File: src/rtl/if_prefetch.sv
// Instruction-fetch front end: owns the PC, drives a combinational-read ROM and
// buffers fetched {pc, inst} pairs in a first-word-fall-through FIFO for decode.
module if_prefetch #(
    parameter int                ADDR_W   = 32,
    parameter int                DATA_W   = 32,
    parameter int                DEPTH    = 4,
    parameter logic [ADDR_W-1:0] RESET_PC = '0
) (
    input  logic                         clk,
    input  logic                         rst,
    output logic                         rom_ce_o,
    output logic [ADDR_W-1:0]            rom_addr_o,
    input  logic [DATA_W-1:0]            rom_data_i,
    output logic                         id_valid_o,
    input  logic                         id_ready_i,
    output logic [ADDR_W-1:0]            id_pc_o,
    output logic [DATA_W-1:0]            id_inst_o,
    input  logic                         branch_flag_i,
    input  logic [ADDR_W-1:0]            branch_target_i,
    output logic [$clog2(DEPTH+1)-1:0]   fifo_count_o
);

    localparam int PTR_W = $clog2(DEPTH);
    localparam int CNT_W = $clog2(DEPTH+1);
    localparam logic [CNT_W-1:0] FULL_CNT = CNT_W'(DEPTH);

    logic [ADDR_W-1:0] pc_q, pc_d;
    logic              ce_en_q;
    logic [PTR_W-1:0]  wr_ptr_q, wr_ptr_d;
    logic [PTR_W-1:0]  rd_ptr_q, rd_ptr_d;
    logic [CNT_W-1:0]  count_q, count_d;

    logic [ADDR_W-1:0] pc_mem   [DEPTH];
    logic [DATA_W-1:0] inst_mem [DEPTH];

    logic push, pop;

    // A full FIFO may still fetch when the head leaves in the same cycle.
    always_comb begin
        id_valid_o   = ~rst & (count_q != '0);
        pop          = id_valid_o & id_ready_i;
        rom_ce_o     = ce_en_q & ~rst & ~branch_flag_i & ((count_q < FULL_CNT) | pop);
        push         = rom_ce_o;
        rom_addr_o   = pc_q;
        fifo_count_o = count_q;
        id_pc_o      = id_valid_o ? pc_mem[rd_ptr_q]   : '0;
        id_inst_o    = id_valid_o ? inst_mem[rd_ptr_q] : '0;
    end

    always_comb begin
        pc_d     = pc_q;
        wr_ptr_d = wr_ptr_q;
        rd_ptr_d = rd_ptr_q;
        count_d  = count_q;
        if (branch_flag_i) begin
            // Redirect to the word-aligned target; any queued entries are wrong-path.
            pc_d     = branch_target_i & ~ADDR_W'(3);
            wr_ptr_d = '0;
            rd_ptr_d = '0;
            count_d  = '0;
        end else begin
            if (push) begin
                pc_d     = pc_q + ADDR_W'(4);
                wr_ptr_d = wr_ptr_q + PTR_W'(1);
            end
            if (pop) begin
                rd_ptr_d = rd_ptr_q + PTR_W'(1);
            end
            if (push && !pop) begin
                count_d = count_q + CNT_W'(1);
            end else if (pop && !push) begin
                count_d = count_q - CNT_W'(1);
            end
        end
    end

    always_ff @(posedge clk) begin
        if (rst) begin
            pc_q     <= RESET_PC;
            ce_en_q  <= 1'b0;
            wr_ptr_q <= '0;
            rd_ptr_q <= '0;
            count_q  <= '0;
        end else begin
            ce_en_q  <= 1'b1;
            pc_q     <= pc_d;
            wr_ptr_q <= wr_ptr_d;
            rd_ptr_q <= rd_ptr_d;
            count_q  <= count_d;
        end
    end

    // Storage needs no reset: entries are only observed through a nonzero count.
    always_ff @(posedge clk) begin
        if (push) begin
            pc_mem[wr_ptr_q]   <= pc_q;
            inst_mem[wr_ptr_q] <= rom_data_i;
        end
    end

endmodule

File: config.mk
export PLATFORM = sky130hd
export DESIGN_NAME = if_prefetch
export DESIGN_NICKNAME = d
export VERILOG_FILES = /design/src/rtl/if_prefetch.sv
export SDC_FILE = /design/constraint.sdc
export NUM_CORES = 1
export LEC_CHECK = 0
export ABC_AREA = 1
export CELL_PAD_IN_SITES_DETAIL_PLACEMENT = 0
export CELL_PAD_IN_SITES_GLOBAL_PLACEMENT = 2
export CORE_UTILIZATION = 37
export CTS_BUF_LIST = sky130_fd_sc_hd__clkbuf_2 sky130_fd_sc_hd__clkbuf_4 sky130_fd_sc_hd__clkbuf_8
export DETAILED_ROUTE_END_ITERATION = 16
export GPL_TIMING_DRIVEN = 0
export PLACE_DENSITY = 0.92
export SLEW_MARGIN = 10
export SYNTH_ARGS = -nofsm -noshare
export SYNTH_HDL_FRONTEND = slang
export SYNTH_SLANG_ARGS = --single-unit
File: constraint.sdc
create_clock -name clk -period 5 [get_ports clk]
set_input_delay 0.75 -clock clk [delete_from_list [all_inputs] [get_ports clk]]
set_output_delay 0.75 -clock clk [all_outputs]
set_load 0.03 [all_outputs]
# ---- Yosys cells after proc, flatten, opt, wreduce, memory -nomap -nowiden
# Memory sizes are Yosys's and may differ from the RTL's. A register that Yosys moved wholly into a read port is not among the register bits.
# Cells that the tools add are included.
dict set report classes {
  addsub 5
  n_mul 0
  div 0
  order_cmp 1
  eq_ne 0
  shift 0
  mux 13
  n_bitwise 8
  n_reduce_logical 8
}
# op n
set op_table {}
lappend op_table {{two-way mux 32 bit} 4}
lappend op_table {{adder 32 x 3 -> 32 bit, second input constant} 1}
lappend op_table {{two-way mux 2 bit} 4}
lappend op_table {{two-way mux 3 bit} 2}
lappend op_table {{bitwise AND 1 bit} 5}
lappend op_table {{adder 2 x 1 -> 2 bit, second input constant} 2}
lappend op_table {{nonzero test 2 bit} 2}
lappend op_table {{adder 3 x 1 -> 3 bit, second input constant} 1}
lappend op_table {{less-than comparator 3 bit, second input constant} 1}
lappend op_table {{two-way mux 1 bit} 3}
lappend op_table {{nonzero test 3 bit} 1}
lappend op_table {{subtractor 3 x 1 -> 3 bit, second input constant} 1}
lappend op_table {{logical AND 1 bit} 2}
lappend op_table {{logical NOT 1 bit} 2}
lappend op_table {{inverter 1 bit} 2}
lappend op_table {{OR reduction 2 bit} 1}
lappend op_table {{bitwise OR 1 bit} 1}
dict set report word_totals {
  ff_bits 40
  latchBits 0
  ram_bits 256
  romBits 0
  input_bits 68
  out_inout_bits 101
  word_cells 43
  n_memories 2
}
# name words width read_ports rd_ports_with_merged_regs wr line_no
set memory_table {}
lappend memory_table {inst_mem 4 32 1 1 1 34} ;# logic [DATA_W-1:0] inst_mem [DEPTH];
lappend memory_table {pc_mem 4 32 1 1 1 33} ;# logic [ADDR_W-1:0] pc_mem [DEPTH];

# ---- Depth between registers and ports, before layout
dict set report logic_depth {
  word_depth 9
  depth_mapped 12
  ltp_nobuf 12
}

# ---- Worst setup path after synthesis
# No wires, ideal clock.
dict set report synth_timing {
  path_kind {input to register}
  start {input rst}
  end {memory inst_mem[0][0] (enable)}
  setup_time_ps 482
  arrival_ps 3804
  t_required_ps 4518
  slack_ps 713
  cell_stages 4
  n_path_buf 1
  cell_sequence {buf_6 -> nor2_4 -> nand3_4 -> nor2_1}
}
dict set report synth_between {
  elab_chain_cells 7
  word_cells_on_any_way 9
  cone_classes {mux (2); bitwise (7)}
}
# item line_no
set synth_lines {}
lappend synth_lines {{start, declared} 10} ;# input logic rst,
lappend synth_lines {{inverter 1 bit *} {40, 42}}
lappend synth_lines {{bitwise AND 1 bit} 40} ;# id_valid_o = ~rst & (count_q != '0);
lappend synth_lines {{bitwise AND 1 bit} 41} ;# pop = id_valid_o & id_ready_i;
lappend synth_lines {{bitwise OR 1 bit} 42} ;# rom_ce_o = ce_en_q & ~rst & ~branch_flag_i & ((count_q < FULL_CNT) | pop);
lappend synth_lines {{bitwise AND 1 bit *} 42}
lappend synth_lines {{two-way mux 1 bit *} 95} ;# if (push) begin
lappend synth_lines {{two-way mux 1 bit (implied by the code) *} 97} ;# inst_mem[wr_ptr_q] <= rom_data_i;
lappend synth_lines {{end, declared} 34}
# Every way passes the cells marked *; elsewhere a longest branch is shown, timed or not.

==> qor.txt <==
vias in the first global route = 8973
Finished Cell Area = 15600 um^2
final setup violation count = 0
grt total ovfl = 0
Fillers = 3058
Die W = 184 um
number of enable flip-flop cells after synthesis = 248
fin cells = 1866
#FFs+latches synth = 288
max cap viols = 0
CTS tree = built
Pins Over Slew Limit = 0
CTS resizes = 0
Ys Warns = 0
Sequential cell area = 8250 um^2
Avg Inst Size Synth = 10.5 um^2
DR DRC count = 0
Initial Utilization = 37.6%
PwrDens = 328 nW/um^2
Hold Buf Count CTS = 0
final WL = 32900 um
initial antenna violation count = 0
clk_lat worst skew = 0.55 ns
CTS clk-pin slew, worst paths = 0.07 ns
outcome = finished, final reports clean
unrepaired setup endpoints after global routing = no
Hold Path Depth = 2
Crit Reg-Reg Endpoint = fifo_count_o[2]
share of cells above drive strength 1 = 10.4%
Sum Neg Setup Slack = 0 ns
largest net degree at the start of global routing = 27
register area share after synthesis = 67.5%
Die Ht = 184 um
GPL Wtd Cong = 0.820
I/O Buffers = 161
synth unique cells = 41
Worst-Margin Slew = 0.736 ns
crit path DAT = 3.14 ns
I/O pin total = 169
critical path peak fanout = 10
Post-Place Cells = 1781
min cycle time layout = 3.89 ns
commonest cells after routing, fill and taps aside = nor2_1, edfxtp_1, clkdlybuf4s50_1, o21ai_0, nand2_1
first-pass iteration count of the detailed router = 5
endpoints failing hold = 0
Die Area = 33800 um^2
Worst slew margin = 50.8%
final net count = 1462
Total GRT Usage = 19.7%
area of the multi-input gates = 3480 um^2
Syn Inst Count = 1165
asr flop ratio synth = 0%
Initial DRC Count = 715
vias per cell = 4.84
R2R Path Start = fifo_count_o[0]
vias after detailed routing = 9026
root buffer cell = clkbuf_8
clock buffer count from CTS = 46
first-pass GRT wire length = 50300 um
HP Start = rst
commonest non-fill, non-tap cell in the layout = nor2_1
row cnt = 66
placed cell areas = 14700 um^2
# Post-CTS Setup Buffers = 0
core region area = 32500 um^2
Final ANT Viol Nets = 0
worst hold endpoint = rom_addr_o[9]
H-tree depth = 2
CP required = 4.25 ns
reg-to-reg slack, setup = 2.58 ns
LEAKAGE = 5.45 nW
CTS max path bufs = 3
top achievable clock speed = 257 MHz
Tcrit/Tclk final = 77.9%
clk sinks = 288
Crit Path Category = reg2out
skew final = 0.0173 ns
total power = 5.11 mW
Routed WL per cell = 17.6 um
Syn Std Cell Area = 12200 um^2
Post-DP HPWL = 21600 um
worst r2r path cells = 12
synth-to-layout area growth = 27.6%
Worst setup SP type = register
n_diodes = 0
Critical Path Sink Type = primary output
maximum VDD drop = 0.000143 V
Top FF cell, synth = edfxtp_1
class of the worst hold path = in2reg
## sequential cells by signal, indices dropped and copies added (netlist names), named ones only
signal / cells
fifo_count_o: 3
wr_ptr_q: 2
rom_addr_o: 30
inst_mem: 128
ce_en_q: 1
rd_ptr_q: 2
pc_mem: 120
## layer usage
metal	part of all wire [%]	track usage, %	vias to the layer above	wire (um)
li1	-	-	4437	-
met1	45	26.5	4222	14800
met2	46	32.3	307	15200
met3	6.6	3.53	60	2180
met4	2.1	6.40	0	695
met5	0	0	-	0
## how the worst max path moves through the flow
stage	from	end	slack (ns)	depth (start not counted)
6_report	register	id_pc_o[16]	1.11	7
5_1_grt	register	id_pc_o[16]	0.95	7
4_1_cts	register	id_pc_o[16]	1.04	7
3_5_place_dp	rst	id_pc_o[16]	1.35	6
3_3_place_gp	branch_flag_i	inst_mem[1][6]	-1.89	4
2_1_floorplan	rst	inst_mem[0][0]	0.71	4
## report_power, final
part           switching, mW  total [mW]  internal [mW]  leakage (nW)
Combinational          0.221       0.373          0.153          2.39
Sequential            0.0586        2.72           2.66          2.56
Clock                  0.893        2.02           1.13         0.502
Total                   1.17        5.11           3.94          5.45
## final cells by class
class / instances / area share, %
buffer: 62 / 1.93
clock buffer: 73 / 5.44
clock inverter: 12 / 0.522
inverter: 62 / 1.50
multi-input combinational: 756 / 22.3
sequential: 288 / 52.9
tap: 442 / 3.55
timing repair buffer: 171 / 11.9
## Yosys cell counts, types with 2 or more instances
cell type	number	area [um^2]
inv_2	3	11.3
buf_1	2	7.51
nand3_1	36	180
nand2_2	4	25.0
nor2_4	2	22.5
nand2_1	115	432
o221ai_1	3	26.3
xnor2_1	3	26.3
inv_1	57	214
ha_1	6	75.1
a31oi_1	6	37.5
buf_6	2	22.5
nor2_1	315	1180
nor3_1	7	35.0
o21ai_0	144	721
nor2_2	7	43.8
xor2_1	2	17.5
edfxtp_1	248	7450
buf_2	21	105
a21oi_1	81	405
nand2_4	2	22.5
nand4_1	3	18.8
dfxtp_1	40	801
a211oi_1	2	15.0
buf_4	7	52.6
o211ai_1	3	22.5
clkbuf_1	30	113
## per-stage QoR
| stage | setup WS (ns) | hold WS (ns) | util [%] |
|---|---|---|---|
| after detailed placement | 1.35 | 0.459 | 45.1 |
| final | 1.11 | 0.443 | 47.9 |
| after global placement | -1.89 | 0.453 | 44.3 |
| after global routing | 0.950 | 0.420 | 47.9 |
| after CTS | 1.04 | 0.425 | 47.9 |
| after floorplan | 0.713 | 0.436 | - |
## cells by family (layout without fill, tap and decap cells)
family	count (synthesis)	in the layout	synth area share [%]
buf+inv	124	380	4.37
flops	288	288	67.5
compound gates	243	243	10.3
xor+xnor	5	5	0.358
simple gates	497	497	16.6
other cells	1	4	0.0307
fa+ha+maj	7	7	0.778
## critical path: stages (launching register included)
cell and delay (ns):
dfxtp_1 0.31, buf_2 0.19, inv_2 0.16, buf_2 0.28, clkbuf_1 0.41, o21ai_0 0.16
a21oi_1 0.33, clkdlybuf4s50_1 0.74
(Power assumes the default switching activity.)
